**src/rtl/freq_counter_pkg.sv**
```systemverilog
// freq_counter_pkg: state encoding and default sizing shared by the
// frequency-counter stages (synchronizer, gate counter, display).
package freq_counter_pkg;

    typedef enum logic {
        IDLE,
        MEASURE
    } state_e;

    localparam int unsigned DEF_GATE_CYCLES = 50_000_000;
    localparam int unsigned DEF_CNT_W       = 32;

endpackage

```
**src/rtl/freq_gate_counter_if.sv**
```systemverilog
// freq_gate_counter_if: measured-signal/control inputs and published result
// of the gate counter; master drives the inputs, slave is the counter.
interface freq_gate_counter_if
    import freq_counter_pkg::*;
#(
    parameter int unsigned CNT_W = DEF_CNT_W
);

    logic             sync_signal;
    logic             enable;
    logic [CNT_W-1:0] freq_count;
    logic             freq_valid;
    logic             overflow;
    logic             busy;

    modport master (
        output sync_signal, enable,
        input  freq_count, freq_valid, overflow, busy
    );

    modport slave (
        input  sync_signal, enable,
        output freq_count, freq_valid, overflow, busy
    );

endinterface

```
**src/rtl/freq_gate_counter_edge.sv**
```systemverilog
// rising_edge_detect: one-cycle pulse on a 0->1 transition of a signal that
// is already in the clock domain; history flop runs in every state.
module rising_edge_detect (
    input  logic clock,
    input  logic rst_n,
    input  logic sig,
    output logic rise
);

    logic prev_q;

    always_ff @(posedge clock or negedge rst_n) begin
        if (!rst_n) prev_q <= 1'b0;
        else        prev_q <= sig;
    end

    assign rise = sig & ~prev_q;

endmodule

```
**src/rtl/freq_gate_counter.sv**
```systemverilog
// freq_gate_counter: counts rising edges of sync_signal over fixed windows of
// GATE_CYCLES clocks and publishes each window's count with a valid strobe.
module freq_gate_counter
    import freq_counter_pkg::*;
#(
    parameter int unsigned GATE_CYCLES = DEF_GATE_CYCLES,
    parameter int unsigned CNT_W       = DEF_CNT_W
) (
    input logic               clock,
    input logic               rst_n,
    freq_gate_counter_if.slave bus
);

    localparam int unsigned   GW   = $clog2(GATE_CYCLES);
    localparam logic [GW-1:0] LAST = GW'(GATE_CYCLES - 1);

    state_e           state_q;
    logic [GW-1:0]    gate_cnt_q;
    logic [CNT_W-1:0] edge_cnt_q, edge_cnt_d, res_cnt_q, freq_count_q;
    logic             ovf_q, ovf_d, res_ovf_q, res_pend_q;
    logic             overflow_q, freq_valid_q, busy_q;
    logic             rise, term, sat;

    rising_edge_detect u_edge (
        .clock (clock),
        .rst_n (rst_n),
        .sig   (bus.sync_signal),
        .rise  (rise)
    );

    always_comb begin
        sat        = &edge_cnt_q;
        term       = (state_q == MEASURE) && (gate_cnt_q == LAST);
        edge_cnt_d = (rise && !sat) ? edge_cnt_q + CNT_W'(1) : edge_cnt_q;
        ovf_d      = ovf_q | (rise & sat);
    end

    // Window results are staged one cycle so freq_count, overflow and
    // freq_valid all change together on the cycle after the terminal cycle.
    always_ff @(posedge clock or negedge rst_n) begin
        if (!rst_n) begin
            state_q      <= IDLE;
            gate_cnt_q   <= '0;
            edge_cnt_q   <= '0;
            ovf_q        <= 1'b0;
            res_cnt_q    <= '0;
            res_ovf_q    <= 1'b0;
            res_pend_q   <= 1'b0;
            freq_count_q <= '0;
            overflow_q   <= 1'b0;
            freq_valid_q <= 1'b0;
            busy_q       <= 1'b0;
        end else begin
            freq_valid_q <= res_pend_q;
            res_pend_q   <= 1'b0;
            if (res_pend_q) begin
                freq_count_q <= res_cnt_q;
                overflow_q   <= res_ovf_q;
            end
            case (state_q)
                IDLE: begin
                    if (bus.enable) begin
                        state_q <= MEASURE;
                        busy_q  <= 1'b1;
                    end
                end
                MEASURE: begin
                    if (term) begin
                        res_cnt_q  <= edge_cnt_d;
                        res_ovf_q  <= ovf_d;
                        res_pend_q <= 1'b1;
                        gate_cnt_q <= '0;
                        edge_cnt_q <= '0;
                        ovf_q      <= 1'b0;
                        if (!bus.enable) begin
                            state_q <= IDLE;
                            busy_q  <= 1'b0;
                        end
                    end else if (!bus.enable) begin
                        state_q    <= IDLE;
                        busy_q     <= 1'b0;
                        gate_cnt_q <= '0;
                        edge_cnt_q <= '0;
                        ovf_q      <= 1'b0;
                    end else begin
                        gate_cnt_q <= gate_cnt_q + GW'(1);
                        edge_cnt_q <= edge_cnt_d;
                        ovf_q      <= ovf_d;
                    end
                end
                default: begin
                    state_q <= IDLE;
                    busy_q  <= 1'b0;
                end
            endcase
        end
    end

    assign bus.freq_count = freq_count_q;
    assign bus.freq_valid = freq_valid_q;
    assign bus.overflow   = overflow_q;
    assign bus.busy       = busy_q;

endmodule

```
**src/flat_wrapper.sv**
```systemverilog
// flat-port wrapper written by rule: the top's interface ports become plain ports
module freq_gate_counter_flat import freq_counter_pkg::*;
#(
    parameter int unsigned GATE_CYCLES = DEF_GATE_CYCLES,
    parameter int unsigned CNT_W       = DEF_CNT_W
)
  (clock, rst_n, bus_sync_signal, bus_enable, bus_freq_count, bus_freq_valid, bus_overflow, bus_busy);
  freq_gate_counter_if #(.CNT_W(CNT_W)) bus_i ();
  input logic clock;
  input logic rst_n;
  input wire logic [$bits(bus_i.sync_signal)-1:0] bus_sync_signal;
  input wire logic [$bits(bus_i.enable)-1:0] bus_enable;
  output wire logic [$bits(bus_i.freq_count)-1:0] bus_freq_count;
  output wire logic [$bits(bus_i.freq_valid)-1:0] bus_freq_valid;
  output wire logic [$bits(bus_i.overflow)-1:0] bus_overflow;
  output wire logic [$bits(bus_i.busy)-1:0] bus_busy;
  assign bus_i.sync_signal = bus_sync_signal;
  assign bus_i.enable = bus_enable;
  assign bus_freq_count = bus_i.freq_count;
  assign bus_freq_valid = bus_i.freq_valid;
  assign bus_overflow = bus_i.overflow;
  assign bus_busy = bus_i.busy;
  freq_gate_counter #(.GATE_CYCLES(GATE_CYCLES), .CNT_W(CNT_W)) u_core (.clock(clock), .rst_n(rst_n), .bus(bus_i));
endmodule
```
**config.mk**
```make
export PLATFORM = sky130hd
export DESIGN_NAME = freq_gate_counter_flat
export DESIGN_NICKNAME = d
export VERILOG_FILES = /design/src/rtl/freq_counter_pkg.sv /design/src/rtl/freq_gate_counter_if.sv /design/src/rtl/freq_gate_counter_edge.sv /design/src/rtl/freq_gate_counter.sv /design/src/flat_wrapper.sv
export SDC_FILE = /design/constraint.sdc
export NUM_CORES = 1
export LEC_CHECK = 0
export CORE_MARGIN = 3
export CORE_UTILIZATION = 50
export CTS_BUF_LIST = sky130_fd_sc_hd__clkbuf_8
export DETAILED_ROUTE_END_ITERATION = 16
export DONT_BUFFER_PORTS = 1
export GPL_TIMING_DRIVEN = 0
export SETUP_SLACK_MARGIN = 0.1
export SYNTH_ARGS = -nofsm -noshare
export SYNTH_HDL_FRONTEND = slang
export SYNTH_SLANG_ARGS = --single-unit
```
**constraint.sdc**
```tcl
create_clock -name clock -period 5.05 [get_ports clock]
set_input_delay 1.01 -clock clock [delete_from_list [all_inputs] [get_ports clock]]
set_output_delay 1.01 -clock clock [all_outputs]
set_load 0.01 [all_outputs]
```
==> results.json, run 1 <==
{
  "ff2ff_path_depth": 8,
  "drv_slew": 0,
  "gp_congestion": 0.847,
  "startpoint": "u_core.gate_cnt_q[0]",
  "p_leak_nw": 3.05,
  "design.die.area_um2": 14200,
  "seq_area_frac_synth_pct": 50.7,
  "root_buffer": "clkbuf_8",
  "grt_max_degree": 131,
  "grt_setup_unrepaired": "false",
  "layout.nets": 655,
  "postCtsSetupRepairBufs": 0,
  "clock_latency_ps": 450,
  "grt.total_usage_pct": 21.6,
  "synth_nets": 636,
  "hold_class": "input pin to async pin",
  "grt_first_pass_wirelength_um": 24400,
  "synth_ff_type": "dfrtp_1",
  "die_h_um": 119,
  "clk_pin_slew_ps": 70,
  "cts_hold_buf": 0,
  "crit_chain": "ha_1 > nand3_1 > nor3_2 > nand3_1 > clkinv_1 > buf_2 > nor2_1 > a31oi_1",
  "grt_antenna_before_repair": 0,
  "crit_required_ps": 5420,
  "final_cell_mix": "130 x dfrtp_1, 67 x nand2_1, 50 x o21ai_0",
  "cp.arrival_ps": 3180,
  "grt_pass1_vias": 4800,
  "viasPerCell": 5.84,
  "setup_viol": 0,
  "r2r-start": "u_core.gate_cnt_q[0]",
  "drc": 0,
  "skew_ps": 10.3,
  "gr-total-overflow": 0,
  "cp-start-kind": "flip-flop",
  "crit_top_cell": "nand3_1",
  "regArea_um2": 3250,
  "final_core_util_pct": 57.4,
  "max_stage_delay_ps": 460,
  "power_density_nw_per_um2": 295,
  "slew_headroom_pct": 49.7,
  "outcome": "complete, no violations",
  "numCtsBuffers": 17,
  "synth-edff-count": 0,
  "layout_commonest_cell": "dfrtp_1",
  "path_max_fanout": 10,
  "clk_path_buf_depth": 2,
  "io_pins": 39,
  "cp-end-kind": "flip-flop",
  "power.total_mw": 2.08,
  "synth-async-reset-ratio_pct": 100,
  "avgSynthCellArea_um2": 10.2,
  "tightest_slew_ps": 751,
  "synth_cells": 630,
  "via_count": 4839,
  "cts.htree.levels": 4,
  "cts_tree": "built",
  "period_minus_slack_ps": 2800,
  "yosysWarnings": 0,
  "post-route-period-util_pct": 55.5,
  "multi_input_area_um2": 2940,
  "rrSetupSlack_ps": 2250,
  "dp_hpwl_um": 9930,
  "max_freq_mhz": 357,
  "ys_seq_elements": 130,
  "worstSetupPathType": "flip-flop to flip-flop",
  "first_iter_violations": 333,
  "setup_tns_ps": 0,
  "fp.coreArea_um2": 12300,
  "ir_drop_uv": 135,
  "synth_cell_types": 55,
  "ant_nets": 0,
  "n_antenna_cell": 0,
  "routedWlPerCell_um": 17.5,
  "final-hold-violation-count": 0,
  "die_w_um": 119,
  "r2r_end": "u_core.res_cnt_q[21]",
  "start_util_pct": 52.3,
  "cts_resized": 0,
  "hold_ws_ps": 253,
  "syn2layout_area_growth_pct": 9.70,
  "clkSinkCount": 130,
  "drv_cap": 0,
  "synth.cell_area_um2": 6410,
  "drt_wl_total_um": 14500,
  "port_buffers": 0,
  "dr.pass1.iters": 5,
  "slowest_stage": "nand3_1",
  "fill_cells": 1124,
  "layout-drive-gt1-share_pct": 12.9,
  "fp-row-count": 40
}
==> per-layer routing <==
| metal | routed length [um] | up-vias | part of all wire, % | track usage [%] |
|---|---|---|---|---|
| li1 | - | 2323 | - | - |
| met1 | 6920 | 2354 | 48 | 29.8 |
| met2 | 6520 | 130 | 45 | 32.3 |
| met3 | 775 | 32 | 5.3 | 6.13 |
| met4 | 323 | 0 | 2.2 | 8.62 |
| met5 | 0 | - | 0 | 0 |
==> cells by family (layout without fill, tap and decap cells) <==
family,count (synthesis),in the layout,share of synthesized area [%]
xor+xnor,41,41,5.60
simple gates,246,246,20.4
fa+ha+maj,3,3,0.546
buf+inv,49,80,3.47
compound gates,125,125,12.9
flops,130,130,50.7
mux,36,36,6.28
==> critical path, delay by kind of cell, from the launching register on <==
family / cells / cell delay (ps)
AO/OA/AOI/OAI: 1 / 130
adder cells (fa/ha/maj): 1 / 230
flip-flops: 1 / 420
buffers and inverters: 2 / 820
AND/OR/NAND/NOR: 4 / 1130
==> area by class of cell <==
type | count | share of cell area, %
tap | 168 | 2.99
clock inverter | 11 | 1.94
clock buffer | 20 | 3.91
buffer | 40 | 2.69
sequential | 130 | 46.2
multi-input combinational | 451 | 41.7
inverter | 9 | 0.480
==> state kept, by name (all words and copies together), names as in the netlist <==
name,count
u_core.bus.freq_valid,1
u_core.bus.busy,1
u_core.gate_cnt_q,26
u_core.u_edge.prev_q,1
u_core.res_cnt_q,32
u_core.bus.overflow,1
u_core.res_pend_q,1
u_core.ovf_q,1
u_core.edge_cnt_q,32
u_core.state_q,1
u_core.bus.freq_count,32
u_core.res_ovf_q,1
==> Yosys cell counts, types with 8 or more instances <==
master | number | share of area (%)
dfrtp_1 | 130 | 51
nor4_1 | 10 | 0.98
nand4_1 | 16 | 1.6
nand2_1 | 67 | 3.9
clkbuf_1 | 26 | 1.5
a21o_1 | 11 | 1.3
xnor2_1 | 38 | 5.2
or3_1 | 11 | 1.1
a31oi_1 | 13 | 1.3
o211ai_1 | 8 | 0.94
a22o_1 | 11 | 1.5
mux2_2 | 34 | 6.0
nor2_1 | 47 | 2.8
and4_1 | 9 | 1.2
nor3_1 | 15 | 1.2
and3_1 | 8 | 0.78
nand3_1 | 37 | 2.9
o21ai_0 | 50 | 3.9
==> how the worst max path moves through the flow <==
stage                            endpoint  depth (start not counted)
floorplan           u_core.edge_cnt_q[19]                          7
global placement    u_core.edge_cnt_q[19]                          7
detailed placement   u_core.res_cnt_q[21]                          8
CTS                  u_core.res_cnt_q[21]                          8
global route         u_core.res_cnt_q[21]                          8
finish               u_core.res_cnt_q[21]                          8
==> stage by stage <==
stage | std cells | setup slack, ps | instance area (um2)
2_1_floorplan | 630 | 2520 | 6410
3_3_place_gp | 798 | 2380 | 6620
3_5_place_dp | 798 | 2340 | 6620
4_1_cts | 829 | 2290 | 7030
5_1_grt | 829 | 2050 | 7030
6_report | 829 | 2250 | 7030
==> where the power goes <==
part,switching [mW],internal [mW]
Clock,0.400,0.519
Combinational,0.0480,0.0256
Sequential,0.0267,1.06
Total,0.474,1.60
(Power assumes the default switching activity.)
==> run 2: changes to the inputs <==
==> constraint.sdc (replaced) <==
create_clock -name clock -period 2.6 [get_ports clock]
set_input_delay 0.52 -clock clock [delete_from_list [all_inputs] [get_ports clock]]
set_output_delay 0.52 -clock clock [all_outputs]
set_load 0.01 [all_outputs]
==> run 2 against run 1 <==
The flow now finishes with violations (negative hold slack). Sequential share of layout area shrank 0.16 points. Clock-buffer cell count unchanged. First-iteration DRC count increased by 5.7%. Critical endpoint unchanged. Sequential power is 94% higher. Worst setup slack got worse by 2000 ps. Final area up 0.34%. Critical path depth did not move. Global-route usage is essentially flat. Clock power is 94% higher. Final cell count is the same. Critical path type unchanged. Highest routed layer unchanged.
==> results.json, run 2 (synthesis gave the netlist of run 1 again) <==
{
  "ant_nets": 0,
  "port_buffers": 0,
  "p_leak_nw": 3.08,
  "layout-drive-gt1-share_pct": 14.2,
  "root_buffer": "clkbuf_8",
  "routedWlPerCell_um": 17.6,
  "drc": 0,
  "r2r_end": "u_core.res_cnt_q[21]",
  "clock_latency_ps": 450,
  "die_w_um": 119,
  "max_freq_mhz": 419,
  "die_h_um": 119,
  "outcome": "finished, violations left",
  "ff2ff_path_depth": 8,
  "grt.total_usage_pct": 21.6,
  "ir_drop_uv": 262,
  "clk_path_buf_depth": 2,
  "period_minus_slack_ps": 2390,
  "start_util_pct": 52.3,
  "drt_wl_total_um": 14600,
  "skew_ps": 10.2,
  "startpoint": "u_core.gate_cnt_q[0]",
  "final_cell_mix": "130 x dfrtp_1, 67 x nand2_1, 50 x o21ai_0",
  "grt_first_pass_wirelength_um": 24400,
  "setup_tns_ps": 0,
  "crit_required_ps": 2970,
  "fp.coreArea_um2": 12300,
  "drv_cap": 0,
  "io_pins": 39,
  "syn2layout_area_growth_pct": 10.1,
  "setup_viol": 0,
  "worstSetupPathType": "flip-flop to flip-flop",
  "layout_commonest_cell": "dfrtp_1",
  "grt_pass1_vias": 4804,
  "layout.nets": 655,
  "r2r-start": "u_core.gate_cnt_q[0]",
  "layout.cells.non_filler": 829,
  "tightest_slew_ps": 686,
  "final_core_util_pct": 57.6,
  "numCtsBuffers": 17,
  "cts_tree": "built",
  "grt_max_degree": 131,
  "dr.pass1.iters": 7,
  "gp_congestion": 0.847,
  "violations": "negative hold slack",
  "place_inst": 798,
  "final-hold-violation-count": 130,
  "hold_class": "input pin to async pin",
  "grt_antenna_before_repair": 0,
  "n_antenna_cell": 0,
  "clkSinkCount": 130,
  "slew_headroom_pct": 54.3,
  "power_density_nw_per_um2": 572,
  "first_iter_violations": 352,
  "via_count": 4843,
  "hold_ws_ps": -236,
  "post-route-period-util_pct": 91.8,
  "path_max_fanout": 10,
  "clk_pin_slew_ps": 70,
  "cp-start-kind": "flip-flop",
  "fill_cells": 1121,
  "rrSetupSlack_ps": 210,
  "grt_setup_unrepaired": "true",
  "viasPerCell": 5.84,
  "cts.htree.levels": 4,
  "gr-total-overflow": 0,
  "cp.arrival_ps": 2760,
  "dp_hpwl_um": 9930,
  "design.die.area_um2": 14200,
  "cp-end-kind": "flip-flop",
  "worstSetupEndpoint": "u_core.res_cnt_q[21]",
  "drv_slew": 0,
  "fp-row-count": 40,
  "power.total_mw": 4.04
}
==> run 2: changes by cell type in the layout (fill, tap and decap cells not counted), sizes merged <==
cell / delta
clkinv: -1
inv: +1
==> run 2: how the worst min path moves through the flow <==
stage	startpoint	end	slack, ps	cells after the start
6_report	rst_n	u_core.bus.freq_count[9]	-240	0
2_1_floorplan	rst_n	u_core.bus.busy	220	0
3_5_place_dp	rst_n	u_core.res_cnt_q[3]	230	0
4_1_cts	rst_n	u_core.gate_cnt_q[10]	-260	0
3_3_place_gp	rst_n	u_core.bus.freq_count[3]	230	0
5_1_grt	rst_n	u_core.res_cnt_q[3]	-280	0
==> run 2: area by class of cell <==
type | count | area (um2) | area share, %
sequential | 130 | 3250 | 46.1
multi-input combinational | 451 | 2950 | 41.8
clock buffer | 20 | 275 | 3.90
tap | 168 | 210 | 2.98
buffer | 40 | 196 | 2.78
clock inverter | 11 | 136 | 1.93
inverter | 9 | 36.3 | 0.514
==> run 2: critical path, cell delays in order, from the launching register on <==
cell	delay (ps)
dfrtp_1	420
ha_1	220
nand3_1	220
nor3_4	350
nand3_2	310
inv_4	270
buf_2	310
nor2_1	80
a31oi_1	130
==> run 2: per-layer routing <==
metal	vias up	part of all wire [%]	GRT usage (%)
met5	-	0	0
met4	0	2.1	8.62
met3	27	5.7	6.13
met2	136	45	32.3
met1	2359	47	29.8
li1	2321	-	-
==> run 2: where the power goes <==
part | internal, mW | switching, mW | leakage, nW
Sequential | 2.06 | 0.0520 | 1.62
Clock | 1.01 | 0.777 | 0.208
Combinational | 0.0509 | 0.0933 | 1.25
==> run 2: stage by stage <==
stage          cell area, um2  setup WS, ps
2_1_floorplan            6410           565
3_3_place_gp             6620         -67.7
3_5_place_dp             6620          -113
4_1_cts                  7040           133
5_1_grt                  7060          55.7
6_report                 7060           212
==> run 2: timing repair <==
action                                 in CTS  in global routing
resized for setup                           3                 13
setup endpoints to repair                  16                 71
endpoints found under the hold margin     130                130
setup buffers                               0                  0
pin swaps                                   0                  1
